**config.mk**
```make
export PLATFORM = sky130hd
export DESIGN_NAME = alu_reg_sequencer_flat
export DESIGN_NICKNAME = d
export VERILOG_FILES = /design/src/rtl/alu_reg_sequencer_pkg.sv /design/src/rtl/alu_reg_sequencer_if.sv /design/src/rtl/alu_reg_sequencer.sv /design/src/flat_wrapper.sv
export SDC_FILE = /design/constraint.sdc
export NUM_CORES = 1
export LEC_CHECK = 0
export BUFFER_PORTS_ARGS = -buffer_cell sky130_fd_sc_hd__clkbuf_2
export CORE_MARGIN = 4
export CORE_UTILIZATION = 35
export DETAILED_ROUTE_END_ITERATION = 6
export PLACE_DENSITY = 0.72
export SLEW_MARGIN = 20
export SYNTH_ARGS = -nofsm -noshare
export SYNTH_HDL_FRONTEND = slang
export SYNTH_SLANG_ARGS = --single-unit
```
**constraint.sdc**
```tcl
create_clock -name clk -period 1.3 [get_ports clk]
set_input_delay 0.26 -clock clk [delete_from_list [all_inputs] [get_ports clk]]
set_output_delay 0.26 -clock clk [all_outputs]
set_load 0.01 [all_outputs]
```
**src/rtl/alu_reg_sequencer_pkg.sv**
```systemverilog
// Shared opcodes, FSM state encoding and helpers for the ALU register sequencer.
package alu_reg_sequencer_pkg;

    localparam int unsigned OP_W      = 3;
    localparam int unsigned REG_ZERO  = 0;

    localparam logic [OP_W-1:0] OP_ADD = 3'd0;
    localparam logic [OP_W-1:0] OP_SUB = 3'd1;
    localparam logic [OP_W-1:0] OP_AND = 3'd2;
    localparam logic [OP_W-1:0] OP_OR  = 3'd3;
    localparam logic [OP_W-1:0] OP_SLT = 3'd4;

    typedef enum logic [1:0] {
        S_IDLE = 2'd0,
        S_READ = 2'd1,
        S_EXEC = 2'd2,
        S_WB   = 2'd3
    } state_e;

    // Opcodes above SLT are reserved and must never reach the register file.
    function automatic logic op_legal(input logic [OP_W-1:0] op);
        return op <= OP_SLT;
    endfunction

endpackage

```
**src/rtl/alu_reg_sequencer_if.sv**
```systemverilog
// Issue handshake, register-file ports and ALU ports of the sequencer.
interface alu_reg_sequencer_if
    import alu_reg_sequencer_pkg::*;
#(
    parameter int unsigned word_size  = 32,
    parameter int unsigned addr_width = 5
) ();

    logic                  start;
    logic [OP_W-1:0]       op;
    logic [addr_width-1:0] rs_addr;
    logic [addr_width-1:0] rt_addr;
    logic [addr_width-1:0] rd_addr;
    logic                  ready;
    logic                  done;
    logic                  err;

    logic [addr_width-1:0] rf_ra1;
    logic [addr_width-1:0] rf_ra2;
    logic [word_size-1:0]  rf_rd1;
    logic [word_size-1:0]  rf_rd2;
    logic                  rf_we;
    logic [addr_width-1:0] rf_wa;
    logic [word_size-1:0]  rf_wd;

    logic [OP_W-1:0]       alu_op;
    logic [word_size-1:0]  alu_a;
    logic [word_size-1:0]  alu_b;
    logic [word_size-1:0]  alu_y;

    // Surrounding datapath: issue logic, register file and ALU.
    modport master (
        output start, op, rs_addr, rt_addr, rd_addr, rf_rd1, rf_rd2, alu_y,
        input  ready, done, err, rf_ra1, rf_ra2, rf_we, rf_wa, rf_wd,
        input  alu_op, alu_a, alu_b
    );

    // The sequencer itself.
    modport slave (
        input  start, op, rs_addr, rt_addr, rd_addr, rf_rd1, rf_rd2, alu_y,
        output ready, done, err, rf_ra1, rf_ra2, rf_we, rf_wa, rf_wd,
        output alu_op, alu_a, alu_b
    );

endinterface

```
**src/rtl/alu_reg_sequencer.sv**
```systemverilog
// Four-cycle controller: read two registers, drive the shared ALU, write back.
module alu_reg_sequencer
    import alu_reg_sequencer_pkg::*;
#(
    parameter int unsigned word_size  = 32,
    parameter int unsigned addr_width = 5
) (
    input  logic               clk,
    input  logic               rst_n,
    alu_reg_sequencer_if.slave bus
);

    state_e                state_q, state_d;
    logic [OP_W-1:0]       op_q, op_d;
    logic [addr_width-1:0] rs_q, rs_d;
    logic [addr_width-1:0] rt_q, rt_d;
    logic [addr_width-1:0] rd_q, rd_d;
    logic [word_size-1:0]  a_q, a_d;
    logic [word_size-1:0]  b_q, b_d;
    logic                  ready_q, ready_d;
    logic                  done_q, done_d;
    logic                  err_q, err_d;
    logic                  we_q, we_d;

    // State register
    always_ff @(posedge clk) begin
        if (!rst_n) state_q <= S_IDLE;
        else        state_q <= state_d;
    end

    // Next-state logic
    always_comb begin
        state_d = state_q;
        unique case (state_q)
            S_IDLE:  if (bus.start) state_d = S_READ;
            S_READ:  state_d = S_EXEC;
            S_EXEC:  state_d = S_WB;
            S_WB:    state_d = S_IDLE;
            default: state_d = S_IDLE;
        endcase
    end

    // Output / datapath next values; flags are decoded from state_d so they register cleanly.
    always_comb begin
        op_d    = op_q;
        rs_d    = rs_q;
        rt_d    = rt_q;
        rd_d    = rd_q;
        a_d     = a_q;
        b_d     = b_q;
        if (state_q == S_IDLE && bus.start) begin
            op_d = bus.op;
            rs_d = bus.rs_addr;
            rt_d = bus.rt_addr;
            rd_d = bus.rd_addr;
        end
        if (state_q == S_EXEC) begin
            a_d = bus.rf_rd1;
            b_d = bus.rf_rd2;
        end
        ready_d = (state_d == S_IDLE);
        done_d  = (state_d == S_WB);
        err_d   = (state_d == S_WB) && !op_legal(op_q);
        we_d    = (state_d == S_WB) && op_legal(op_q) && (rd_q != addr_width'(REG_ZERO));
    end

    always_ff @(posedge clk) begin
        if (!rst_n) begin
            op_q    <= '0;
            rs_q    <= '0;
            rt_q    <= '0;
            rd_q    <= '0;
            a_q     <= '0;
            b_q     <= '0;
            ready_q <= 1'b1;
            done_q  <= 1'b0;
            err_q   <= 1'b0;
            we_q    <= 1'b0;
        end else begin
            op_q    <= op_d;
            rs_q    <= rs_d;
            rt_q    <= rt_d;
            rd_q    <= rd_d;
            a_q     <= a_d;
            b_q     <= b_d;
            ready_q <= ready_d;
            done_q  <= done_d;
            err_q   <= err_d;
            we_q    <= we_d;
        end
    end

    // Completion flags are masked while reset is held so an in-flight write is dropped at once.
    assign bus.ready  = ready_q;
    assign bus.done   = done_q && rst_n;
    assign bus.err    = err_q && rst_n;
    assign bus.rf_we  = we_q && rst_n;
    assign bus.rf_ra1 = rs_q;
    assign bus.rf_ra2 = rt_q;
    assign bus.rf_wa  = rd_q;
    assign bus.rf_wd  = bus.alu_y;
    assign bus.alu_op = op_q;
    assign bus.alu_a  = a_q;
    assign bus.alu_b  = b_q;

endmodule
```
**src/flat_wrapper.sv**
```systemverilog
// flat-port wrapper written by rule: the top's interface ports become plain ports
module alu_reg_sequencer_flat import alu_reg_sequencer_pkg::*;
#(
    parameter int unsigned word_size  = 32,
    parameter int unsigned addr_width = 5
)
  (clk, rst_n, bus_start, bus_op, bus_rs_addr, bus_rt_addr, bus_rd_addr, bus_rf_rd1, bus_rf_rd2, bus_alu_y, bus_ready, bus_done, bus_err, bus_rf_ra1, bus_rf_ra2, bus_rf_we, bus_rf_wa, bus_rf_wd, bus_alu_op, bus_alu_a, bus_alu_b);
  alu_reg_sequencer_if #(.word_size(word_size), .addr_width(addr_width)) bus_i ();
  input  logic clk;
  input  logic rst_n;
  input wire logic [$bits(bus_i.start)-1:0] bus_start;
  input wire logic [$bits(bus_i.op)-1:0] bus_op;
  input wire logic [$bits(bus_i.rs_addr)-1:0] bus_rs_addr;
  input wire logic [$bits(bus_i.rt_addr)-1:0] bus_rt_addr;
  input wire logic [$bits(bus_i.rd_addr)-1:0] bus_rd_addr;
  input wire logic [$bits(bus_i.rf_rd1)-1:0] bus_rf_rd1;
  input wire logic [$bits(bus_i.rf_rd2)-1:0] bus_rf_rd2;
  input wire logic [$bits(bus_i.alu_y)-1:0] bus_alu_y;
  output wire logic [$bits(bus_i.ready)-1:0] bus_ready;
  output wire logic [$bits(bus_i.done)-1:0] bus_done;
  output wire logic [$bits(bus_i.err)-1:0] bus_err;
  output wire logic [$bits(bus_i.rf_ra1)-1:0] bus_rf_ra1;
  output wire logic [$bits(bus_i.rf_ra2)-1:0] bus_rf_ra2;
  output wire logic [$bits(bus_i.rf_we)-1:0] bus_rf_we;
  output wire logic [$bits(bus_i.rf_wa)-1:0] bus_rf_wa;
  output wire logic [$bits(bus_i.rf_wd)-1:0] bus_rf_wd;
  output wire logic [$bits(bus_i.alu_op)-1:0] bus_alu_op;
  output wire logic [$bits(bus_i.alu_a)-1:0] bus_alu_a;
  output wire logic [$bits(bus_i.alu_b)-1:0] bus_alu_b;
  assign bus_i.start = bus_start;
  assign bus_i.op = bus_op;
  assign bus_i.rs_addr = bus_rs_addr;
  assign bus_i.rt_addr = bus_rt_addr;
  assign bus_i.rd_addr = bus_rd_addr;
  assign bus_i.rf_rd1 = bus_rf_rd1;
  assign bus_i.rf_rd2 = bus_rf_rd2;
  assign bus_i.alu_y = bus_alu_y;
  assign bus_ready = bus_i.ready;
  assign bus_done = bus_i.done;
  assign bus_err = bus_i.err;
  assign bus_rf_ra1 = bus_i.rf_ra1;
  assign bus_rf_ra2 = bus_i.rf_ra2;
  assign bus_rf_we = bus_i.rf_we;
  assign bus_rf_wa = bus_i.rf_wa;
  assign bus_rf_wd = bus_i.rf_wd;
  assign bus_alu_op = bus_i.alu_op;
  assign bus_alu_a = bus_i.alu_a;
  assign bus_alu_b = bus_i.alu_b;
  alu_reg_sequencer #(.word_size(word_size), .addr_width(addr_width)) u_core (.clk(clk), .rst_n(rst_n), .bus(bus_i));
endmodule
```
; Word-level counts from Yosys, hierarchy flattened
; Index checks and enable logic that the tools add are counted.
[totals]
register_bits = 88
in_bits = 117
output_inout_bits = 118
wordCells = 29
[classes]
n_lt_le_gt_ge = 1
eq_ne = 4
muxes = 2
n_reduce_logical = 11
[op_table]
columns = op, count
row1 = $pmux W2 S4, 1
row2 = $logic_and A1 B1 Y1, 7
row3 = $eq A2 B2 Y1 const B, 3
row4 = $reduce_bool A5 Y1, 1
row5 = $logic_not A2 Y1, 2
row6 = $le A3 B3 Y1 const B, 1
row7 = $eq A2 B1 Y1 const B, 1
row8 = $mux W2, 1
row9 = $logic_not A1 Y1, 1

; Longest topological paths before layout
[depth]
word_depth = 5
depth_mapped = 7
mapped_depth_nobuf = 4

; Worst setup path after synthesis
; OpenSTA, ideal clock, no wires.
[synth_path]
kind = reg2reg
from = register u_core.state_q[0]
to = register u_core.rd_q[3], in the netlist u_core.bus.rf_wa[3]
setup_time_ns = 0.115
arrival_ns = 1.180
required_time_ns = 1.185
setup_slack_ns = 0.006
path_stages_with_launch = 7
n_path_buf = 2
period_less_slack_ns = 1.294
path_cell_list = dfxtp_1 -> inv_1 -> ha_1 -> buf_2 -> buf_2 -> and3_1 -> o21a_1
[synth_between]
elab_chain_len = 2
[synth_lines]
columns = item, line_no
row1 = "start, declared", alu_reg_sequencer.sv:13  ; state_e state_q, state_d;
row2 = "start signal, assigned", alu_reg_sequencer.sv:28  ; else state_q <= state_d;
row3 = $logic_not A2 Y1, alu_reg_sequencer.sv:51  ; if (state_q == S_IDLE && bus.start) begin
row4 = $logic_and A1 B1 Y1, alu_reg_sequencer.sv:51
row5 = "end signal, assigned", alu_reg_sequencer.sv:83  ; rd_q <= rd_d;
row6 = "end, declared", alu_reg_sequencer.sv:17  ; logic [addr_width-1:0] rd_q, rd_d;
; Every way passes these cells.
; A chain may end at the register's enable or synchronous reset.

; Worst setup path after layout
[layout_path]
from = register u_core.state_q[0]
to = register u_core.rt_q[2], in the netlist u_core.bus.rf_ra2[2]
[layout_between]
elab_chain_len = 2
[layout_lines]
columns = item, line_no
row1 = $logic_not A2 Y1, alu_reg_sequencer.sv:51
row2 = $logic_and A1 B1 Y1, alu_reg_sequencer.sv:51
row3 = "end signal, assigned", alu_reg_sequencer.sv:82  ; rt_q <= rt_d;
row4 = "end, declared", alu_reg_sequencer.sv:16  ; logic [addr_width-1:0] rt_q, rt_d;
; Every way passes these cells.

==> reports/qor.yml <==
ios: 235
ys_types: 23
drtIter0Drc: 53
final_nets: 609
final_util_pct: 46.81
ant_nets: 0
clock-root-buffer: "clkbuf_8"
crit_path_start_kind: "flip-flop"
critPathCaptureType: "flip-flop"
startpoint: "u_core.state_q[0]"
path_class: "flip-flop to flip-flop"
worst_pin_slew_ps: 319.2
die-area_sq_um: 12440
cp.arrival_ps: 1480
r2r_end: "u_core.bus.rf_ra2[2]"
yosysTopAreaCellShare_pct: 46.95
core_sq_um: 10370
hpwl_um: 6219
totalNegativeSetupSlack_ps: 0
ff2ff_setup_slack_ps: 60
cts_buffers: 9
antenna_found_initial: 0
clk_pin_slew_ps: 90
max_freq_mhz: 808.8
die_h_um: 111.5
status: "completed"
power_uw: 8649
port_buffers: 170
cts.sinks: 88
reg2reg_depth: 5
register_area_sq_um: 1763
cts_tree: "yes"
multi_input_area_sq_um: 1580
ctsHoldBuffers: 0
wl_um: 8851
power_density_nw_per_um2: 1782
endpoint: "u_core.bus.rf_ra2[2]"
crit_fanout: 37
hold_viol_final: 0
synth_cells: 346
clock_path_buffers: 2
irDropWorstVdd_mv: 0.6698
p_leak_uw: 0.002160
whs_ps: 164.9
htree_levels: 3
final_cell_mix: "170 x clkbuf_2, 87 x dfxtp_1, 65 x nor2b_1, 62 x mux2i_1, 19 x o21a_1"
rr_startpoint: "u_core.state_q[0]"
yosysSeqAreaShare_pct: 46.95
synth_area_leaders: "dfxtp_1 47%, mux2i_1 17%, nor2b_1 11%"
setup_viol: 0
wl_per_cell_um: 14.03
slew_viol_final: 0
rsz0062_at_grt: "no"
vias: 2852
drv_cap: 0
synth_top_cell_by_area: "dfxtp_1"
fp.dieW_um: 111.5
hp-class: "input port to flip-flop"
syn_nets: 465
drive_gt1_share_pct: 43.43
grt_pass1_vias: 2878
layout_commonest_cell: "clkbuf_2"
min_period_over_period_pct: 95.11
ys_ff_latch: 88
diodes: 0
track_usage_pct: 12.80
std_cell_rows: 37
fill_cells: 989
worst_skew_pair.late_latency_ps: 350
drc: 0
area_delta_synth_final_pct: 29.38
skew_ps: 7.304
synth_area_sq_um: 3752
gp_congestion: 0.7664
grt_pass1_wl_um: 13300
syn_avg_cell_area_sq_um: 10.84
vias_per_cell: 4.520
gr-total-overflow: 0
cp_data_required_time_ps: 1540
drt_pre_antenna_iters: 3
yosys_warnings: 0
layout_min_cycle_time_ps: 1236
slew_headroom_pct: 78.68
start_util_pct: 36.18
grt_max_degree: 56
what timing repair did:
action                     in CTS  in global routing
cloned                          0                  5
setup endpoints to repair       1                 26
hold endpoints to repair        0                  0
resized for setup               1                 10
setup buffers                   0                  3
pin swaps                       0                  1
power breakdown:
part	total (uW)	switching [uW]	internal (uW)
clock	1680	941	741
combinational	3490	1670	1830
sequential	3470	263	3210
total	8650	2870	5780
worst max-delay path, stage by stage (launching register included):
cell and delay [ps]:
dfxtp_1 350, inv_2 60, ha_2 200, buf_12 160
and3_1 180, o21a_1 180
cell type report:
type | instances | share of cell area, %
inverter | 3 | 0.2320
sequential | 88 | 36.31
clock buffer | 11 | 2.912
multi-input combinational | 198 | 32.55
tap | 136 | 3.505
timing repair buffer | 190 | 23.81
clock inverter | 5 | 0.6701
cells by family (layout without fill, tap and decap cells):
| logic type | Yosys count | in the layout | synth area share [%] |
|---|---|---|---|
| buffers and inverters | 60 | 209 | 11.54 |
| adders and majority gates | 2 | 2 | 0.6668 |
| and+or+nand+nor | 92 | 92 | 15.21 |
| DFF | 88 | 88 | 46.95 |
| muxes | 64 | 64 | 17.07 |
| AOI/OAI and AO/OA | 40 | 40 | 8.570 |
registers in the layout (all words and copies together) (netlist names):
name	flops
u_core.bus.ready	1
u_core.bus.alu_a	32
u_core.we_q	1
u_core.bus.rf_wa	5
u_core.bus.alu_b	32
u_core.err_q	1
u_core.state_q	2
u_core.bus.rf_ra2	5
u_core.done_q	1
u_core.bus.alu_op	3
u_core.bus.rf_ra1	5
how the worst min path moves through the flow:
stage / depth (start not counted) / startpoint / end / slack (ps)
after global placement: 2 / u_core.bus.alu_b[23] / u_core.bus.alu_b[23] / 500
after CTS: 3 / bus_rf_rd2[16] / u_core.bus.alu_b[16] / 140
after detailed placement: 2 / u_core.bus.alu_a[18] / u_core.bus.alu_a[18] / 500
after floorplan: 2 / bus_rf_rd2[1] / u_core.bus.alu_b[1] / 430
final: 3 / bus_rf_rd2[16] / u_core.bus.alu_b[16] / 160
after global routing: 3 / bus_rf_rd1[7] / u_core.bus.alu_a[7] / 160
stage by stage:
| stage | worst slack, ps | area, sq um | std cells |
|---|---|---|---|
| floorplan | 5.602 | 3752 | 346 |
| global placement | 51.36 | 4517 | 607 |
| detailed placement | 14.10 | 4517 | 607 |
| CTS | 14.98 | 4693 | 623 |
| global route | 1.719 | 4855 | 631 |
| finish | 63.62 | 4855 | 631 |
synthesized netlist by cell type:
master     count
dfxtp_1       88
nor2b_1       65
mux2i_1       64
buf_4         35
o21a_1        19
a21boi_0      18
and3_1        18
clkbuf_1      10
buf_2          5
and2_1         4
buf_8          4
inv_1          3
ha_1           2
nor2_1         2
a211oi_2       1
a2bb2oi_2      1
buf_12         1
buf_6          1
clkbuf_2       1
nand2_2        1
nor3_1         1
nor3b_1        1
o21ai_4        1
routing by layer:
metal	vias to the layer above	global-route usage, %	wire length [um]
li1	1408	-	-
met2	128	20.14	4019
met1	1295	15.39	3882
met4	0	5.839	148
met3	21	5.109	801
met5	-	0	0
Note: power is estimated with default switching activity, not from simulation.
